### config.mk
export PLATFORM = sky130hd
export DESIGN_NAME = uart_rx
export DESIGN_NICKNAME = d
export VERILOG_FILES = /design/src/rtl/uart_rx.sv
export SDC_FILE = /design/constraint.sdc
export NUM_CORES = 1
export LEC_CHECK = 0
export BUFFER_PORTS_ARGS = -buffer_cell sky130_fd_sc_hd__buf_2
export CORE_ASPECT_RATIO = 0.8
export CORE_UTILIZATION = 51
export DETAILED_ROUTE_END_ITERATION = 7
export GPL_ROUTABILITY_DRIVEN = 0
export PLACE_DENSITY_LB_ADDON = 0.05
export SLEW_MARGIN = 20
export SYNTH_ARGS = -nofsm -noshare
export SYNTH_HDL_FRONTEND = slang
export SYNTH_SLANG_ARGS = --single-unit
### constraint.sdc
create_clock -name clk -period 1.7 [get_ports clk]
set_clock_uncertainty 0.2 [all_clocks]
set_input_delay 0.085 -clock clk [delete_from_list [all_inputs] [get_ports clk]]
set_output_delay 0.085 -clock clk [all_outputs]
set_load 0.02 [all_outputs]
### src/rtl/uart_rx.sv
// uart_rx -- 8N1 asynchronous serial receiver.
//
// Recovers start/8 data (LSB first)/stop frames from the Rx line, samples
// each bit at its midpoint and presents the byte with a one-cycle strobe.
// A low stop bit reports a framing error and the receiver then waits for
// the line to return high, so a held-low (break) line cannot start frames.
//
// Ports
//   clk          in   system clock, rising edge
//   reset_n      in   asynchronous active-low reset
//   Rx           in   serial line, idle high, asynchronous to clk
//   data_out     out  last correctly received byte, held until next good frame
//   data_valid   out  one-cycle pulse when data_out updates
//   frame_error  out  one-cycle pulse when the stop bit samples low
//   busy         out  high whenever the receiver is not idle
//
// States
//   IDLE      | line idle, waiting for a falling edge
//   START     | timing to mid start bit to reject glitches
//   DATA      | sampling 8 data bits at mid-bit
//   STOP      | sampling the stop bit
//   WAIT_IDLE | stop bit was low; waiting for the line to go high

module uart_rx #(
  parameter int CLKS_PER_BIT = 16
) (
  input  logic       clk,
  input  logic       reset_n,
  input  logic       Rx,
  output logic [7:0] data_out,
  output logic       data_valid,
  output logic       frame_error,
  output logic       busy
);

  localparam int CW = $clog2(CLKS_PER_BIT);
  localparam logic [CW-1:0] CNT_HALF = CW'(CLKS_PER_BIT / 2 - 1);
  localparam logic [CW-1:0] CNT_LAST = CW'(CLKS_PER_BIT - 1);

  typedef enum logic [2:0] {
    IDLE      = 3'd0,
    START     = 3'd1,
    DATA      = 3'd2,
    STOP      = 3'd3,
    WAIT_IDLE = 3'd4
  } state_t;

  state_t        state_q, state_d;
  logic          rx_meta_q, rx_s_q;
  logic [CW-1:0] cnt_q, cnt_d;
  logic [2:0]    bit_idx_q, bit_idx_d;
  logic [7:0]    shift_q, shift_d;
  logic [7:0]    data_out_q, data_out_d;
  logic          dv_q, dv_d;
  logic          fe_q, fe_d;

  // Two-flop synchronizer; resets to the idle (high) line level so that
  // reset release never looks like a start bit.
  always_ff @(posedge clk or negedge reset_n) begin
    if (!reset_n) begin
      rx_meta_q <= 1'b1;
      rx_s_q    <= 1'b1;
    end else begin
      rx_meta_q <= Rx;
      rx_s_q    <= rx_meta_q;
    end
  end

  always_ff @(posedge clk or negedge reset_n) begin
    if (!reset_n) begin
      state_q    <= IDLE;
      cnt_q      <= '0;
      bit_idx_q  <= '0;
      shift_q    <= '0;
      data_out_q <= '0;
      dv_q       <= 1'b0;
      fe_q       <= 1'b0;
    end else begin
      state_q    <= state_d;
      cnt_q      <= cnt_d;
      bit_idx_q  <= bit_idx_d;
      shift_q    <= shift_d;
      data_out_q <= data_out_d;
      dv_q       <= dv_d;
      fe_q       <= fe_d;
    end
  end

  always_comb begin
    state_d    = state_q;
    cnt_d      = cnt_q;
    bit_idx_d  = bit_idx_q;
    shift_d    = shift_q;
    data_out_d = data_out_q;
    dv_d       = 1'b0;
    fe_d       = 1'b0;

    unique case (state_q)
      IDLE: begin
        cnt_d = '0;
        if (!rx_s_q) state_d = START;
      end

      START: begin
        if (cnt_q == CNT_HALF) begin
          cnt_d     = '0;
          bit_idx_d = '0;
          // Line back high at mid start bit means it was only a glitch.
          state_d   = rx_s_q ? IDLE : DATA;
        end else begin
          cnt_d = cnt_q + CW'(1);
        end
      end

      DATA: begin
        if (cnt_q == CNT_LAST) begin
          cnt_d              = '0;
          shift_d[bit_idx_q] = rx_s_q;
          if (bit_idx_q == 3'd7) state_d = STOP;
          else                   bit_idx_d = bit_idx_q + 3'd1;
        end else begin
          cnt_d = cnt_q + CW'(1);
        end
      end

      STOP: begin
        if (cnt_q == CNT_LAST) begin
          cnt_d = '0;
          if (rx_s_q) begin
            data_out_d = shift_q;
            dv_d       = 1'b1;
            state_d    = IDLE;
          end else begin
            fe_d    = 1'b1;
            state_d = WAIT_IDLE;
          end
        end else begin
          cnt_d = cnt_q + CW'(1);
        end
      end

      WAIT_IDLE: begin
        cnt_d = '0;
        if (rx_s_q) state_d = IDLE;
      end

      default: begin
        state_d = IDLE;
        cnt_d   = '0;
      end
    endcase
  end

  assign data_out    = data_out_q;
  assign data_valid  = dv_q;
  assign frame_error = fe_q;
  assign busy        = (state_q != IDLE);

endmodule

* After elaboration in Yosys (flattened, before gate mapping)
Cells that the tools add are included.
** Word-level totals
- Register bits :: 30
- Word-level logic and storage cells :: 61
** Operators by class
- Add/subtract/negate cells :: 2
- Order comparisons :: 2
- Equality and inequality tests :: 14
- Muxes and demuxes :: 25
- Reduce and logical (&&, ||, !) cells :: 9
** Operator list (count)
- 2-to-1 mux 3 bit :: 10
- one-hot mux 3 bit (5 select lines) :: 1
- != test 2 bit (second input constant) :: 7
- bitwise mux 8 bit :: 1
- 2-to-1 mux 4 bit :: 2
- one-hot mux 4 bit (2 select lines) :: 1
- 2-to-1 mux 1 bit :: 7
- equality test 3 x 2 -> 1 bit (second input constant) :: 2
- equality test 3 bit (second input constant) :: 2
- one-hot mux 3 bit (2 select lines) :: 1
- AND reduction 6 bit :: 1
- adder 4 x 1 -> 4 bit (second input constant) :: 1
- equality test 4 x 3 -> 1 bit (second input constant) :: 1
- equality test 4 bit (second input constant) :: 1
- less-than comparator 3 x 4 -> 1 bit (second input constant) :: 1
- AND reduction 4 bit :: 1
- adder 3 x 1 -> 3 bit (second input constant) :: 1
- demux 1 bit (select 3 bit) :: 1
- equality test 3 x 1 -> 1 bit (second input constant) :: 1
- greater-or-equal comparator 3 x 1 -> 1 bit (second input constant) :: 1
- logical NOT 3 bit :: 1
- AND reduction 3 bit :: 1
- nonzero test 3 bit :: 1
- 2-to-1 mux 2 bit :: 1
- other kinds (4) :: 4

* Longest topological paths before layout
- Depth in word-level cells :: 5
- Depth in mapped cells :: 5
- Mapped depth without buffers :: 5

* Worst setup path after synthesis
Ideal clock, no wire load.
- Path kind :: register -> register
- From :: reg bit_idx_q[0]
- To :: reg bit_idx_q[0]
- Library setup time :: 0.125 ns
- Arrival time :: 1.555 ns
- Slack :: -0.179 ns
- Cell stages (with the launch flop) :: 6
- Clock period less this slack :: 1.879 ns
- Path through :: dfrtp_1 -> ha_1 -> ha_1 -> and4bb_2 -> o2111ai_1 -> mux2_2
** Between the ends
- Longest elaborated chain between the ends :: 4
- Elaborated cells on any way between the ends :: 7
** Ends and longest elaborated chain
- from (decl) :: line 51 : logic [2:0] bit_idx_q, bit_idx_d;
- from (signal assigned) :: line 81 : bit_idx_q <= bit_idx_d;
- adder 3 x 1 -> 3 bit :: line 120 : else bit_idx_d = bit_idx_q + 3'd1;
- 2-to-1 mux 3 bit :: line 119 : if (bit_idx_q == 3'd7) state_d = STOP;
- 2-to-1 mux 3 bit :: line 116 : if (cnt_q == CNT_LAST) begin
- one-hot mux 3 bit (2 select lines) :: line 98 : unique case (state_q)
Parallel ways exist; a longest one is shown, timed or not. The select of a mux whose other input is x is not followed.
A chain may end at the register's enable or synchronous reset.

* Worst setup path in the final report
- From :: reg bit_idx_q[1]
- To :: reg bit_idx_q[1]
The elaborated chain is that of the path after synthesis.

==> metrics.txt <==
status=finished with violations; failing checks=negative setup slack; leakage=0.931 nW; number of synthesized flops with an enable pin=0; critical path type=flip-flop to flip-flop; Layout fillers=154; largest net degree at the start of global routing=31; placed cell count=171; Mean Syn Cell Area=12.9 sq um; final global-route overflow total=0; Synth async-reset ratio=100%; FMAX=546 MHz; register area share after synthesis=54.9%; drt first pass iters=4; Max-Cap Viols=0; TNS Setup=-0.709 ns; Die Footprint=2900 sq um; Layout area overhead=38.4%; Detail Route Antenna Nets=0; top cells by area, synth=dfrtp_1 51%, mux2_2 15%, dfstp_2 3.8%; Site Rows=16; H-tree depth=2; Worst slew margin=57.5%; worst-skew pair later-pin latency=0.33 ns; IO Pins=14; starting density of the core=54.8%; CTS tree=yes; worst-case clock buffer depth=2; WL per Instance=15.1 microns; CTS sink count=30; hold violation total from the final report=0; vias in the first global route=1013; worst-margin pin slew=0.637 ns; DPL Wire Length=1960 microns; Starting DRT DRC Count=30; crit start category=flip-flop; vias=989; n_diodes=0; die width=60 microns; Power Dens Cells=842 nW/um^2; synth warn=0; Slew Viols, Final=0; share of cells above drive strength 1=58.2%; DRC Markers=0; crit path DAT=1.84 ns; crit path max fanout=3; port bufs=13; Hold Path Class=input pin to async pin; crit path time final=1.83 ns; Final WS setup=-0.130 ns; CP Capture Type=flip-flop; Reg clk slew, reported paths=0.09 ns; Die Y=48.4 microns; Routed WL=2850 microns; maximum VDD drop=0.677 mV; Primary FF master, synth=dfrtp_1; RSZ-0062 raised after global routing=yes; period utilization=108%; Cell Area, Synth=1370 sq um; TritonCTS Buffers=5; Post-Synthesis Net Count=112; final setup vio count=7; fin nets=158; cell count after synthesis=106; count of different cell masters after synthesis=31; Req. time, crit path=1.71 ns; #FFs+latches synth=30; initial antenna violation count=0; Synth top area share=51.0%; gr usage total=22.8%; detail-routed via count per cell=5.23; clk root buf=clkbuf_4; core area=2500 sq um; Final Non-Filler Cells=189; global-route wire length before repair=4790 microns; post-synth top area cell=dfrtp_1
[synthesized netlist by cell type, drive strengths merged (2+ instances only)]
| cell | n |
|---|---|
| dfrtp | 28 |
| mux2 | 19 |
| nand4 | 5 |
| nor2 | 5 |
| buf | 4 |
| inv | 4 |
| nor3b | 4 |
| nor4b | 4 |
| ha | 3 |
| nand2 | 3 |
| nand3 | 3 |
| a211oi | 2 |
| clkbuf | 2 |
| dfstp | 2 |
| nand3b | 2 |
| nor2b | 2 |
| nor3 | 2 |
| xnor2 | 2 |
[power by group]
group | switching, W | total (W) | internal (W)
Clock | 0.000235 | 0.000436 | 0.000200
Sequential | 0.0000510 | 0.000809 | 0.000758
Combinational | 0.000161 | 0.000355 | 0.000193
[cell families (layout without fill, tap and decap cells)]
group	after synthesis	after routing	synth area share, %
mux	20	20	16.6
fa+ha+maj	3	3	2.74
flops	30	30	54.9
xor+xnor	3	3	1.91
simple gates	34	35	16.5
compound gates	6	6	3.46
buf+inv	10	56	3.92
[critical path: stages, from the launching register on]
cell and delay (ns):
dfrtp_1 0.39, ha_2 0.20, ha_4 0.16, and4bb_2 0.31, o2111ai_4 0.14, mux2_4 0.33
[per-layer routing]
| metal | vias up | routed length (microns) | track usage (%) |
|---|---|---|---|
| met5 | - | 0 | 0 |
| met4 | 0 | 19 | 4.65 |
| met3 | 4 | 97 | 7.22 |
| met2 | 17 | 1340 | 33.7 |
| met1 | 489 | 1390 | 32.9 |
| li1 | 479 | - | - |
[through the flow]
step	worst slack (ns)	power (W)	instance area, sq um	util [%]	hold WS [ns]
floorplan	-0.104	0.000986	1420	-	-0.411
global placement	-0.0809	0.00111	1650	66.0	-0.0609
detailed placement	-0.176	0.00112	1650	66.0	-0.0526
CTS	-0.149	0.00158	1800	72.0	0.135
global route	-0.177	0.00169	1900	75.9	0.172
finish	-0.130	0.00160	1900	75.9	0.107
[state kept, by name, summed over array words and instances (netlist names)]
register and count:
rx_s_q 1, shift_q 8, data_out 8, bit_idx_q 3
data_valid 1, cnt_q 4, rx_meta_q 1, frame_error 1
state_q 3
[layout make-up]
| cell class | count | area, sq um | share of cell area, % |
|---|---|---|---|
| clock buffers | 7 | 55.1 | 2.90 |
| multi-input cells | 67 | 714 | 37.6 |
| clock inverters | 1 | 5.00 | 0.264 |
| well taps | 36 | 45.0 | 2.37 |
| inverters | 4 | 15.0 | 0.791 |
| repair buffers | 44 | 310 | 16.3 |
| flip-flops and latches | 30 | 754 | 39.7 |
[placed cells by master (no fill, tap or decap), drive strengths merged]
cell,count
nand2b,1
dfstp,2
dlygate4sd3,2
nand2,3
mux2i,1
nand3b,2
a311o,1
mux2,19
dfrtp,28
nor3,2
xnor2,2
a41oi,1
buf,42
and4bb,1
xor2,1
a21oi,1
o2111ai,1
a211oi,2
and3,1
nor3b,4
or2,1
nand4,6
inv,4
nand3,3
nor2,5
clkinv,1
nor2b,2
clkbuf,7
nor4b,4
ha,3
[path summary, 6_finish.rpt]
path                                   start      endpoint  slack (ns)  cells past startpoint
min in group clk                   rx_meta_q        rx_s_q        0.16                      0
worst min register to register     rx_meta_q        rx_s_q        0.16                      0
worst max register to register  bit_idx_q[1]  bit_idx_q[1]       -0.13                      5
max in group asynchronous            reset_n    state_q[0]        0.74                      2
worst max-delay path            bit_idx_q[1]  bit_idx_q[1]       -0.13                      5
worst min-delay path                 reset_n   data_out[5]        0.11                      2
[what timing repair did]
item | CTS | global route
gates resized for setup | 7 | 13
endpoints found under the hold margin | 31 | 0
setup endpoints to repair | 15 | 22
buffers inserted | 2 | 5
hold buffers | 2 | 0
cloned | 1 | 0
pin swaps | 2 | 5
No activity file was read; power rests on OpenSTA's default activity.
